[src/rtl/cpu_pkg.sv]
// rtl/cpu_pkg.sv - opcode, field and state definitions shared by the decode controller
package cpu_pkg;

    localparam logic [3:0] OP_MV   = 4'd0;
    localparam logic [3:0] OP_ADD  = 4'd1;
    localparam logic [3:0] OP_SUB  = 4'd2;
    localparam logic [3:0] OP_CMP  = 4'd3;
    localparam logic [3:0] OP_LD   = 4'd4;
    localparam logic [3:0] OP_ST   = 4'd5;
    localparam logic [3:0] OP_MVHI = 4'd6;
    localparam logic [3:0] OP_J    = 4'd8;
    localparam logic [3:0] OP_JZ   = 4'd9;
    localparam logic [3:0] OP_JN   = 4'd10;
    localparam logic [3:0] OP_CALL = 4'd12;

    localparam int OPC_LSB = 0;
    localparam int IMM_BIT = 4;
    localparam int RX_LSB  = 5;
    localparam int RY_LSB  = 8;

    // All-zero word is the injected bubble; it must never look like "mv r0,r0".
    localparam logic [15:0] NOP      = 16'h0000;
    localparam logic [2:0]  LINK_REG = 3'd7;

    typedef enum logic [1:0] {ST_BOOT, ST_RUN, ST_FLUSH} state_t;
    typedef enum logic [1:0] {PC_INC = 2'd0, PC_REL = 2'd1, PC_REG = 2'd2} pc_sel_t;
    typedef enum logic [1:0] {FWD_RF = 2'd0, FWD_EX = 2'd1, FWD_WR = 2'd2} fwd_sel_t;

    function automatic logic is_valid(input logic [15:0] ir);
        return ir != NOP;
    endfunction

    function automatic logic is_writer(input logic valid, input logic [3:0] op);
        return valid && (op == OP_MV || op == OP_ADD || op == OP_SUB ||
                         op == OP_MVHI || op == OP_LD || op == OP_CALL);
    endfunction

    function automatic logic [2:0] dest_reg(input logic [3:0] op, input logic [2:0] rx);
        return (op == OP_CALL) ? LINK_REG : rx;
    endfunction

    function automatic logic is_flag_setter(input logic valid, input logic [3:0] op);
        return valid && (op == OP_ADD || op == OP_SUB || op == OP_CMP);
    endfunction

    function automatic logic is_jump(input logic [3:0] op);
        return op == OP_J || op == OP_JZ || op == OP_JN || op == OP_CALL;
    endfunction

    // Register-form jumps read Rx as the target; immediate forms reuse those bits for imm11.
    function automatic logic reads_x(input logic valid, input logic [3:0] op, input logic imm);
        return valid && (op == OP_ADD || op == OP_SUB || op == OP_CMP || op == OP_ST ||
                         op == OP_MVHI || (is_jump(op) && !imm));
    endfunction

    function automatic logic reads_y(input logic valid, input logic [3:0] op, input logic imm);
        return valid && !imm && (op == OP_MV || op == OP_ADD || op == OP_SUB ||
                                 op == OP_CMP || op == OP_LD || op == OP_ST);
    endfunction

endpackage

[src/rtl/cpu_decode_control_if.sv]
// rtl/cpu_decode_control_if.sv - pipeline-side signal bundle of the decode controller
interface cpu_decode_control_if;
    logic [15:0] i_ir_dc;
    logic [15:0] i_ir_ex;
    logic [15:0] i_ir_wr;
    logic        i_alu_n;
    logic        i_alu_z;
    logic        i_alu_n_imm;
    logic        i_alu_z_imm;
    logic        o_pc_rd;
    logic        o_pc_ld;
    logic        o_pc_dc_ld;
    logic        o_pc_ex_ld;
    logic [1:0]  o_pc_sel;
    logic        o_ir_ex_ld;
    logic        o_ir_ex_sel;
    logic        o_rf_datax_ld;
    logic        o_rf_datay_ld;
    logic [1:0]  o_fwd_x_sel;
    logic [1:0]  o_fwd_y_sel;
    logic        o_stall;
    logic        o_flush;

    modport master (
        output i_ir_dc, i_ir_ex, i_ir_wr, i_alu_n, i_alu_z, i_alu_n_imm, i_alu_z_imm,
        input  o_pc_rd, o_pc_ld, o_pc_dc_ld, o_pc_ex_ld, o_pc_sel, o_ir_ex_ld, o_ir_ex_sel,
               o_rf_datax_ld, o_rf_datay_ld, o_fwd_x_sel, o_fwd_y_sel, o_stall, o_flush
    );

    modport slave (
        input  i_ir_dc, i_ir_ex, i_ir_wr, i_alu_n, i_alu_z, i_alu_n_imm, i_alu_z_imm,
        output o_pc_rd, o_pc_ld, o_pc_dc_ld, o_pc_ex_ld, o_pc_sel, o_ir_ex_ld, o_ir_ex_sel,
               o_rf_datax_ld, o_rf_datay_ld, o_fwd_x_sel, o_fwd_y_sel, o_stall, o_flush
    );
endinterface

[src/rtl/cpu_hazard_unit.sv]
// rtl/cpu_hazard_unit.sv - writer/source register matching for forwarding and load-use detection
module cpu_hazard_unit
    import cpu_pkg::*;
(
    input  logic [15:0] ir_dc,
    input  logic [15:0] ir_ex,
    input  logic [15:0] ir_wr,
    output fwd_sel_t    fwd_x_sel,
    output fwd_sel_t    fwd_y_sel,
    output logic        load_use
);

    logic [3:0] dc_op, ex_op, wr_op;
    logic [2:0] dc_rx, dc_ry, ex_dst, wr_dst;
    logic       dc_imm, dc_rd_x, dc_rd_y, ex_wr, wr_wr;

    assign dc_op  = ir_dc[OPC_LSB +: 4];
    assign ex_op  = ir_ex[OPC_LSB +: 4];
    assign wr_op  = ir_wr[OPC_LSB +: 4];
    assign dc_imm = ir_dc[IMM_BIT];
    assign dc_rx  = ir_dc[RX_LSB +: 3];
    assign dc_ry  = ir_dc[RY_LSB +: 3];

    assign dc_rd_x = reads_x(is_valid(ir_dc), dc_op, dc_imm);
    assign dc_rd_y = reads_y(is_valid(ir_dc), dc_op, dc_imm);
    assign ex_wr   = is_writer(is_valid(ir_ex), ex_op);
    assign wr_wr   = is_writer(is_valid(ir_wr), wr_op);
    assign ex_dst  = dest_reg(ex_op, ir_ex[RX_LSB +: 3]);
    assign wr_dst  = dest_reg(wr_op, ir_wr[RX_LSB +: 3]);

    // EX holds the younger value, so it wins over WR when both write the same register.
    always_comb begin
        fwd_x_sel = FWD_RF;
        fwd_y_sel = FWD_RF;
        if (dc_rd_x && ex_wr && ex_dst == dc_rx)
            fwd_x_sel = FWD_EX;
        else if (dc_rd_x && wr_wr && wr_dst == dc_rx)
            fwd_x_sel = FWD_WR;
        if (dc_rd_y && ex_wr && ex_dst == dc_ry)
            fwd_y_sel = FWD_EX;
        else if (dc_rd_y && wr_wr && wr_dst == dc_ry)
            fwd_y_sel = FWD_WR;
    end

    assign load_use = ex_wr && ex_op == OP_LD &&
                      ((dc_rd_x && dc_rx == ex_dst) || (dc_rd_y && dc_ry == ex_dst));

endmodule

[src/rtl/cpu_decode_control.sv]
// rtl/cpu_decode_control.sv - decode-stage control: fetch/PC steering, forwarding, stall and flush
module cpu_decode_control
    import cpu_pkg::*;
(
    input  logic                 i_clk,
    input  logic                 i_reset,
    cpu_decode_control_if.slave  bus
);

    state_t     state;
    fwd_sel_t   fwd_x_sel, fwd_y_sel;
    logic       load_use;
    logic       ex_flag_setter, flag_z, flag_n, taken;
    logic [3:0] dc_op;

    cpu_hazard_unit u_hazard (
        .ir_dc     (bus.i_ir_dc),
        .ir_ex     (bus.i_ir_ex),
        .ir_wr     (bus.i_ir_wr),
        .fwd_x_sel (fwd_x_sel),
        .fwd_y_sel (fwd_y_sel),
        .load_use  (load_use)
    );

    assign dc_op = bus.i_ir_dc[OPC_LSB +: 4];

    // A flag setter in EX has not committed yet, so its flags bypass the committed copy.
    assign ex_flag_setter = is_flag_setter(is_valid(bus.i_ir_ex), bus.i_ir_ex[OPC_LSB +: 4]);
    assign flag_z = ex_flag_setter ? bus.i_alu_z_imm : bus.i_alu_z;
    assign flag_n = ex_flag_setter ? bus.i_alu_n_imm : bus.i_alu_n;

    always_comb begin
        taken = 1'b0;
        case (dc_op)
            OP_J, OP_CALL: taken = 1'b1;
            OP_JZ:         taken = flag_z;
            OP_JN:         taken = flag_n;
            default:       taken = 1'b0;
        endcase
    end

    always_ff @(posedge i_clk) begin
        if (i_reset) begin
            state <= ST_BOOT;
        end else begin
            case (state)
                ST_BOOT:  state <= ST_RUN;
                ST_RUN:   state <= (!load_use && taken) ? ST_FLUSH : ST_RUN;
                ST_FLUSH: state <= ST_RUN;
                default:  state <= ST_BOOT;
            endcase
        end
    end

    always_comb begin
        bus.o_pc_rd       = 1'b0;
        bus.o_pc_ld       = 1'b0;
        bus.o_pc_dc_ld    = 1'b0;
        bus.o_pc_ex_ld    = 1'b0;
        bus.o_pc_sel      = PC_INC;
        bus.o_ir_ex_ld    = 1'b0;
        bus.o_ir_ex_sel   = 1'b1;
        bus.o_rf_datax_ld = 1'b0;
        bus.o_rf_datay_ld = 1'b0;
        bus.o_fwd_x_sel   = FWD_RF;
        bus.o_fwd_y_sel   = FWD_RF;
        bus.o_stall       = 1'b0;
        bus.o_flush       = 1'b0;
        if (!i_reset) begin
            case (state)
                ST_BOOT: begin
                    bus.o_pc_rd    = 1'b1;
                    bus.o_pc_ld    = 1'b1;
                    bus.o_ir_ex_ld = 1'b1;
                end
                ST_RUN: begin
                    bus.o_pc_rd       = 1'b1;
                    bus.o_pc_ld       = 1'b1;
                    bus.o_pc_dc_ld    = 1'b1;
                    bus.o_pc_ex_ld    = 1'b1;
                    bus.o_ir_ex_ld    = 1'b1;
                    bus.o_ir_ex_sel   = 1'b0;
                    bus.o_rf_datax_ld = 1'b1;
                    bus.o_rf_datay_ld = 1'b1;
                    bus.o_fwd_x_sel   = fwd_x_sel;
                    bus.o_fwd_y_sel   = fwd_y_sel;
                    // A stalled DC is re-presented next cycle, so its branch waits until then.
                    if (load_use) begin
                        bus.o_stall     = 1'b1;
                        bus.o_pc_rd     = 1'b0;
                        bus.o_pc_ld     = 1'b0;
                        bus.o_pc_dc_ld  = 1'b0;
                        bus.o_ir_ex_sel = 1'b1;
                    end else if (taken) begin
                        bus.o_pc_sel = bus.i_ir_dc[IMM_BIT] ? PC_REL : PC_REG;
                    end
                end
                ST_FLUSH: begin
                    bus.o_pc_rd       = 1'b1;
                    bus.o_pc_ld       = 1'b1;
                    bus.o_pc_dc_ld    = 1'b1;
                    bus.o_pc_ex_ld    = 1'b1;
                    bus.o_ir_ex_ld    = 1'b1;
                    bus.o_rf_datax_ld = 1'b1;
                    bus.o_rf_datay_ld = 1'b1;
                    bus.o_flush       = 1'b1;
                end
                default: ;
            endcase
        end
    end

endmodule
[src/flat_wrapper.sv]
// flat-port wrapper written by rule: the top's interface ports become plain ports
module cpu_decode_control_flat import cpu_pkg::*;
  (i_clk, i_reset, bus_i_ir_dc, bus_i_ir_ex, bus_i_ir_wr, bus_i_alu_n, bus_i_alu_z, bus_i_alu_n_imm, bus_i_alu_z_imm, bus_o_pc_rd, bus_o_pc_ld, bus_o_pc_dc_ld, bus_o_pc_ex_ld, bus_o_pc_sel, bus_o_ir_ex_ld, bus_o_ir_ex_sel, bus_o_rf_datax_ld, bus_o_rf_datay_ld, bus_o_fwd_x_sel, bus_o_fwd_y_sel, bus_o_stall, bus_o_flush);
  cpu_decode_control_if bus_i ();
  input  logic i_clk;
  input  logic i_reset;
  input wire logic [$bits(bus_i.i_ir_dc)-1:0] bus_i_ir_dc;
  input wire logic [$bits(bus_i.i_ir_ex)-1:0] bus_i_ir_ex;
  input wire logic [$bits(bus_i.i_ir_wr)-1:0] bus_i_ir_wr;
  input wire logic [$bits(bus_i.i_alu_n)-1:0] bus_i_alu_n;
  input wire logic [$bits(bus_i.i_alu_z)-1:0] bus_i_alu_z;
  input wire logic [$bits(bus_i.i_alu_n_imm)-1:0] bus_i_alu_n_imm;
  input wire logic [$bits(bus_i.i_alu_z_imm)-1:0] bus_i_alu_z_imm;
  output wire logic [$bits(bus_i.o_pc_rd)-1:0] bus_o_pc_rd;
  output wire logic [$bits(bus_i.o_pc_ld)-1:0] bus_o_pc_ld;
  output wire logic [$bits(bus_i.o_pc_dc_ld)-1:0] bus_o_pc_dc_ld;
  output wire logic [$bits(bus_i.o_pc_ex_ld)-1:0] bus_o_pc_ex_ld;
  output wire logic [$bits(bus_i.o_pc_sel)-1:0] bus_o_pc_sel;
  output wire logic [$bits(bus_i.o_ir_ex_ld)-1:0] bus_o_ir_ex_ld;
  output wire logic [$bits(bus_i.o_ir_ex_sel)-1:0] bus_o_ir_ex_sel;
  output wire logic [$bits(bus_i.o_rf_datax_ld)-1:0] bus_o_rf_datax_ld;
  output wire logic [$bits(bus_i.o_rf_datay_ld)-1:0] bus_o_rf_datay_ld;
  output wire logic [$bits(bus_i.o_fwd_x_sel)-1:0] bus_o_fwd_x_sel;
  output wire logic [$bits(bus_i.o_fwd_y_sel)-1:0] bus_o_fwd_y_sel;
  output wire logic [$bits(bus_i.o_stall)-1:0] bus_o_stall;
  output wire logic [$bits(bus_i.o_flush)-1:0] bus_o_flush;
  assign bus_i.i_ir_dc = bus_i_ir_dc;
  assign bus_i.i_ir_ex = bus_i_ir_ex;
  assign bus_i.i_ir_wr = bus_i_ir_wr;
  assign bus_i.i_alu_n = bus_i_alu_n;
  assign bus_i.i_alu_z = bus_i_alu_z;
  assign bus_i.i_alu_n_imm = bus_i_alu_n_imm;
  assign bus_i.i_alu_z_imm = bus_i_alu_z_imm;
  assign bus_o_pc_rd = bus_i.o_pc_rd;
  assign bus_o_pc_ld = bus_i.o_pc_ld;
  assign bus_o_pc_dc_ld = bus_i.o_pc_dc_ld;
  assign bus_o_pc_ex_ld = bus_i.o_pc_ex_ld;
  assign bus_o_pc_sel = bus_i.o_pc_sel;
  assign bus_o_ir_ex_ld = bus_i.o_ir_ex_ld;
  assign bus_o_ir_ex_sel = bus_i.o_ir_ex_sel;
  assign bus_o_rf_datax_ld = bus_i.o_rf_datax_ld;
  assign bus_o_rf_datay_ld = bus_i.o_rf_datay_ld;
  assign bus_o_fwd_x_sel = bus_i.o_fwd_x_sel;
  assign bus_o_fwd_y_sel = bus_i.o_fwd_y_sel;
  assign bus_o_stall = bus_i.o_stall;
  assign bus_o_flush = bus_i.o_flush;
  cpu_decode_control u_core (.i_clk(i_clk), .i_reset(i_reset), .bus(bus_i));
endmodule
[config.mk]
export PLATFORM = sky130hd
export DESIGN_NAME = cpu_decode_control_flat
export DESIGN_NICKNAME = d
export VERILOG_FILES = /design/src/rtl/cpu_pkg.sv /design/src/rtl/cpu_decode_control_if.sv /design/src/rtl/cpu_hazard_unit.sv /design/src/rtl/cpu_decode_control.sv /design/src/flat_wrapper.sv
export SDC_FILE = /design/constraint.sdc
export NUM_CORES = 1
export LEC_CHECK = 0
export CORE_ASPECT_RATIO = 0.9
export CORE_MARGIN = 4
export CORE_UTILIZATION = 28
export DETAILED_ROUTE_END_ITERATION = 12
export PLACE_DENSITY = 0.76
export SYNTH_ARGS = -nofsm -noshare
export SYNTH_HDL_FRONTEND = slang
export SYNTH_SLANG_ARGS = --single-unit
[constraint.sdc]
create_clock -name i_clk -period 2.3 [get_ports i_clk]
set_input_delay 0.46 -clock i_clk [delete_from_list [all_inputs] [get_ports i_clk]]
set_output_delay 0.46 -clock i_clk [all_outputs]
set_load 0.005 [all_outputs]
==> reports/metrics.csv <==
metric,value,unit
worstPathCellList,clkdlybuf4s15_1 -> nor4_2 -> nand4_1 -> o21ai_2 -> buf_4 -> a211oi_4 -> buf_6 -> a2111oi_4 -> buf_2,
die_h,58.5,microns
reg_top3,u_core.state (2),
cts_sinks,2,
synthArstFlopShare,0,%
crit_path_max_fanout,2,
dp_cells,262,
pre_cts_ws,-1.06,ns
max_freq,367,MHz
area_delta_synth_final,176,%
ir_drop,137,uV
hold_viol,0,
ys_top_cells_by_count,"nor2_1, nor3_1, nor4_1, nand2_1, xnor2_1",
largest_reg_flops,2,
synth-seq-cells,2,
cts_tree,yes,
fp-row-count,18,
wl_met1,1830,microns
synth_cell_type_count,43,
synth_edf_count,0,
drc_errors,0,
slew-limit-headroom,70.1,%
period_share,118,%
initial_core_util,29.2,%
status,"finished, violations left",
wl,4960,microns
finalSetupViolCount,10,
yosysMostFrequentCell,nor2_1,
htree_levels,1,
hp-class,input pin to register,
worst-path-buf-inv,4,
num_io_pins,70,
dr.first_iter.drc_count,105,
first_global_vias,1622,
final_area,2190,sq um
cts-root-buf,clkbuf_4,
first_pass_iters,4,
insertion_delay,0.23,ns
postPlaceCellArea,1840,sq um
critPathKind,input pin to output port,
portBuffers,69,
drive_above_1_share,51.4,%
synth.top_cell.area_share,7.87,%
antenna_found_initial,0,
routed_via_density,5.50,
syn-cell-area,795,sq um
final_max_slew_viol_count,0,
final_nets,303,
critPathArrivalTime,2.27,ns
rsz0062_at_grt,true,
dieArea,3760,sq um
synthTopCellsByArea,"nor4_1, nor2_1, xnor2_1",
clockBufferDepth,2,
period_needed,2.73,ns
fin_skew,0.00876,ns
p_leak,0.938,nW
grt_pass1_wl,7400,microns
wl_met3,317,microns
maxCapViolations,0,
critPathLaunchType,input pin,
multi_input_area,958,sq um
ys.flop_type,dfxtp_1,
path_delay_family,buffers and inverters,
register_area,40.0,sq um
worstMarginPinSlew,0.444,ns
cpPeakStageDelay,0.36,ns
cp.required,1.84,ns
power.density,253,nW/um^2
syn_nets,176,
cts_buffers,3,
cp_slowest_cell,a2111oi_4,
fin_ws,-0.425,ns
grt.total_usage,24.4,%
cts-hold-fix-buffers,0,
met2_length,2640,microns
grt_max_degree,8,
ys_seq_area_share,5.04,%
synth_warnings,0,
critPathCaptureType,output port,
synthCells,118,
globalRouteOverflowTotal,0,
avgSynthCellArea,6.73,sq um
die_w,64.2,microns
regMostFlops,u_core.state,
wl_per_cell,17.5,microns
design_power_total,556,uW
maxUsedRoutingLayer,met4,
core,2730,sq um
failed_checks,setup timing,
fin_cells,283,
num_vias,1557,
diodes,0,
yosysTopAreaCell,nor4_1,
antenna_left,0,
place.gp.congestion,0.811,
nFillCells,171,
clk_pin_slew,0.04,ns
hpwl,3070,microns
worst paths after layout:
check,from,end,slack (ns),depth (start not counted)
worst max-delay path,bus_i_ir_dc[6],bus_o_fwd_y_sel[1],-0.43,9
worst min-delay path,bus_i_ir_dc[3],u_core.state[1]$_SDFF_PP0_,0.76,5
worst min register to register,u_core.state[0]$_SDFF_PP0_,u_core.state[0]$_SDFF_PP0_,0.82,3
worst max register to register,u_core.state[0]$_SDFF_PP0_,u_core.state[0]$_SDFF_PP0_,0.70,7
where the power goes:
part           leakage [nW]  switching, mW  internal [mW]  total (mW)
logic                 0.907          0.189          0.245       0.435
clock network        0.0138         0.0209         0.0577      0.0786
registers            0.0165        0.00263         0.0397      0.0423
total                 0.938          0.213          0.343       0.556
stage by stage:
stage                     hold slack (ns)  TNS (ns)  utilization (%)
after floorplan                     0.685   -0.0186                -
after global placement              0.779     -9.78             67.4
after detailed placement            0.795    -10.39             67.4
after CTS                           0.804     -2.52             79.4
after global routing                0.765     -3.72             80.5
final                               0.763     -3.26             80.5
area by class of cell:
class / instances / share of cell area (%)
timing repair buffer: 128 / 50.7
sequential: 2 / 1.83
clock buffer: 3 / 1.03
inverter: 3 / 0.513
tap: 40 / 2.28
multi-input combinational: 107 / 43.7
cell families (layout without fill, tap and decap cells):
family | Yosys count | after routing | share of synthesized area (%)
AND/OR/NAND/NOR | 59 | 59 | 40.6
multiplexers | 2 | 2 | 2.68
buffers and inverters | 9 | 134 | 5.67
adder cells (fa/ha/maj) | 5 | 5 | 7.72
XOR/XNOR | 9 | 9 | 9.92
flip-flops | 2 | 2 | 5.04
AO/OA/AOI/OAI | 32 | 32 | 28.3
metal layers:
layer  GRT usage (%)  up-vias
met5               0        -
met4            7.83        0
met3            4.01       19
met2            49.8       79
met1            25.3      741
li1                -      718
worst min-delay path, delay by kind of cell:
| family | cells | cell delay (ns) |
|---|---|---|
| AOI/OAI and AO/OA | 1 | 0.08 |
| buffers and inverters | 3 | 0.35 |
| and+or+nand+nor | 1 | 0.04 |
what timing repair did:
item	CTS	global route
pin swaps	33	13
setup endpoints to repair	12	16
setup buffers	35	1
gates resized for setup	160	19
cells in the final DEF (no fill, tap or decap), types with 3 or more instances in the layout:
cell type and n:
buf_4 48, clkdlybuf4s50_1 29, buf_6 18, buf_2 14, nor2_1 9, dlygate4sd2_1 9, nor3_1 6, nor4_1 6
clkdlybuf4s15_1 6, nand2_1 5, nand4_1 4, o21ai_2 4, xnor2_2 4, a21oi_1 4, ha_1 4, inv_1 3
xor2_1 3, nor4_2 3, nor2_2 3, nor3_2 3, nor2_4 3, clkbuf_4 3, dlymetal6s2s_1 3
No activity file was read; power rests on OpenSTA's default activity.
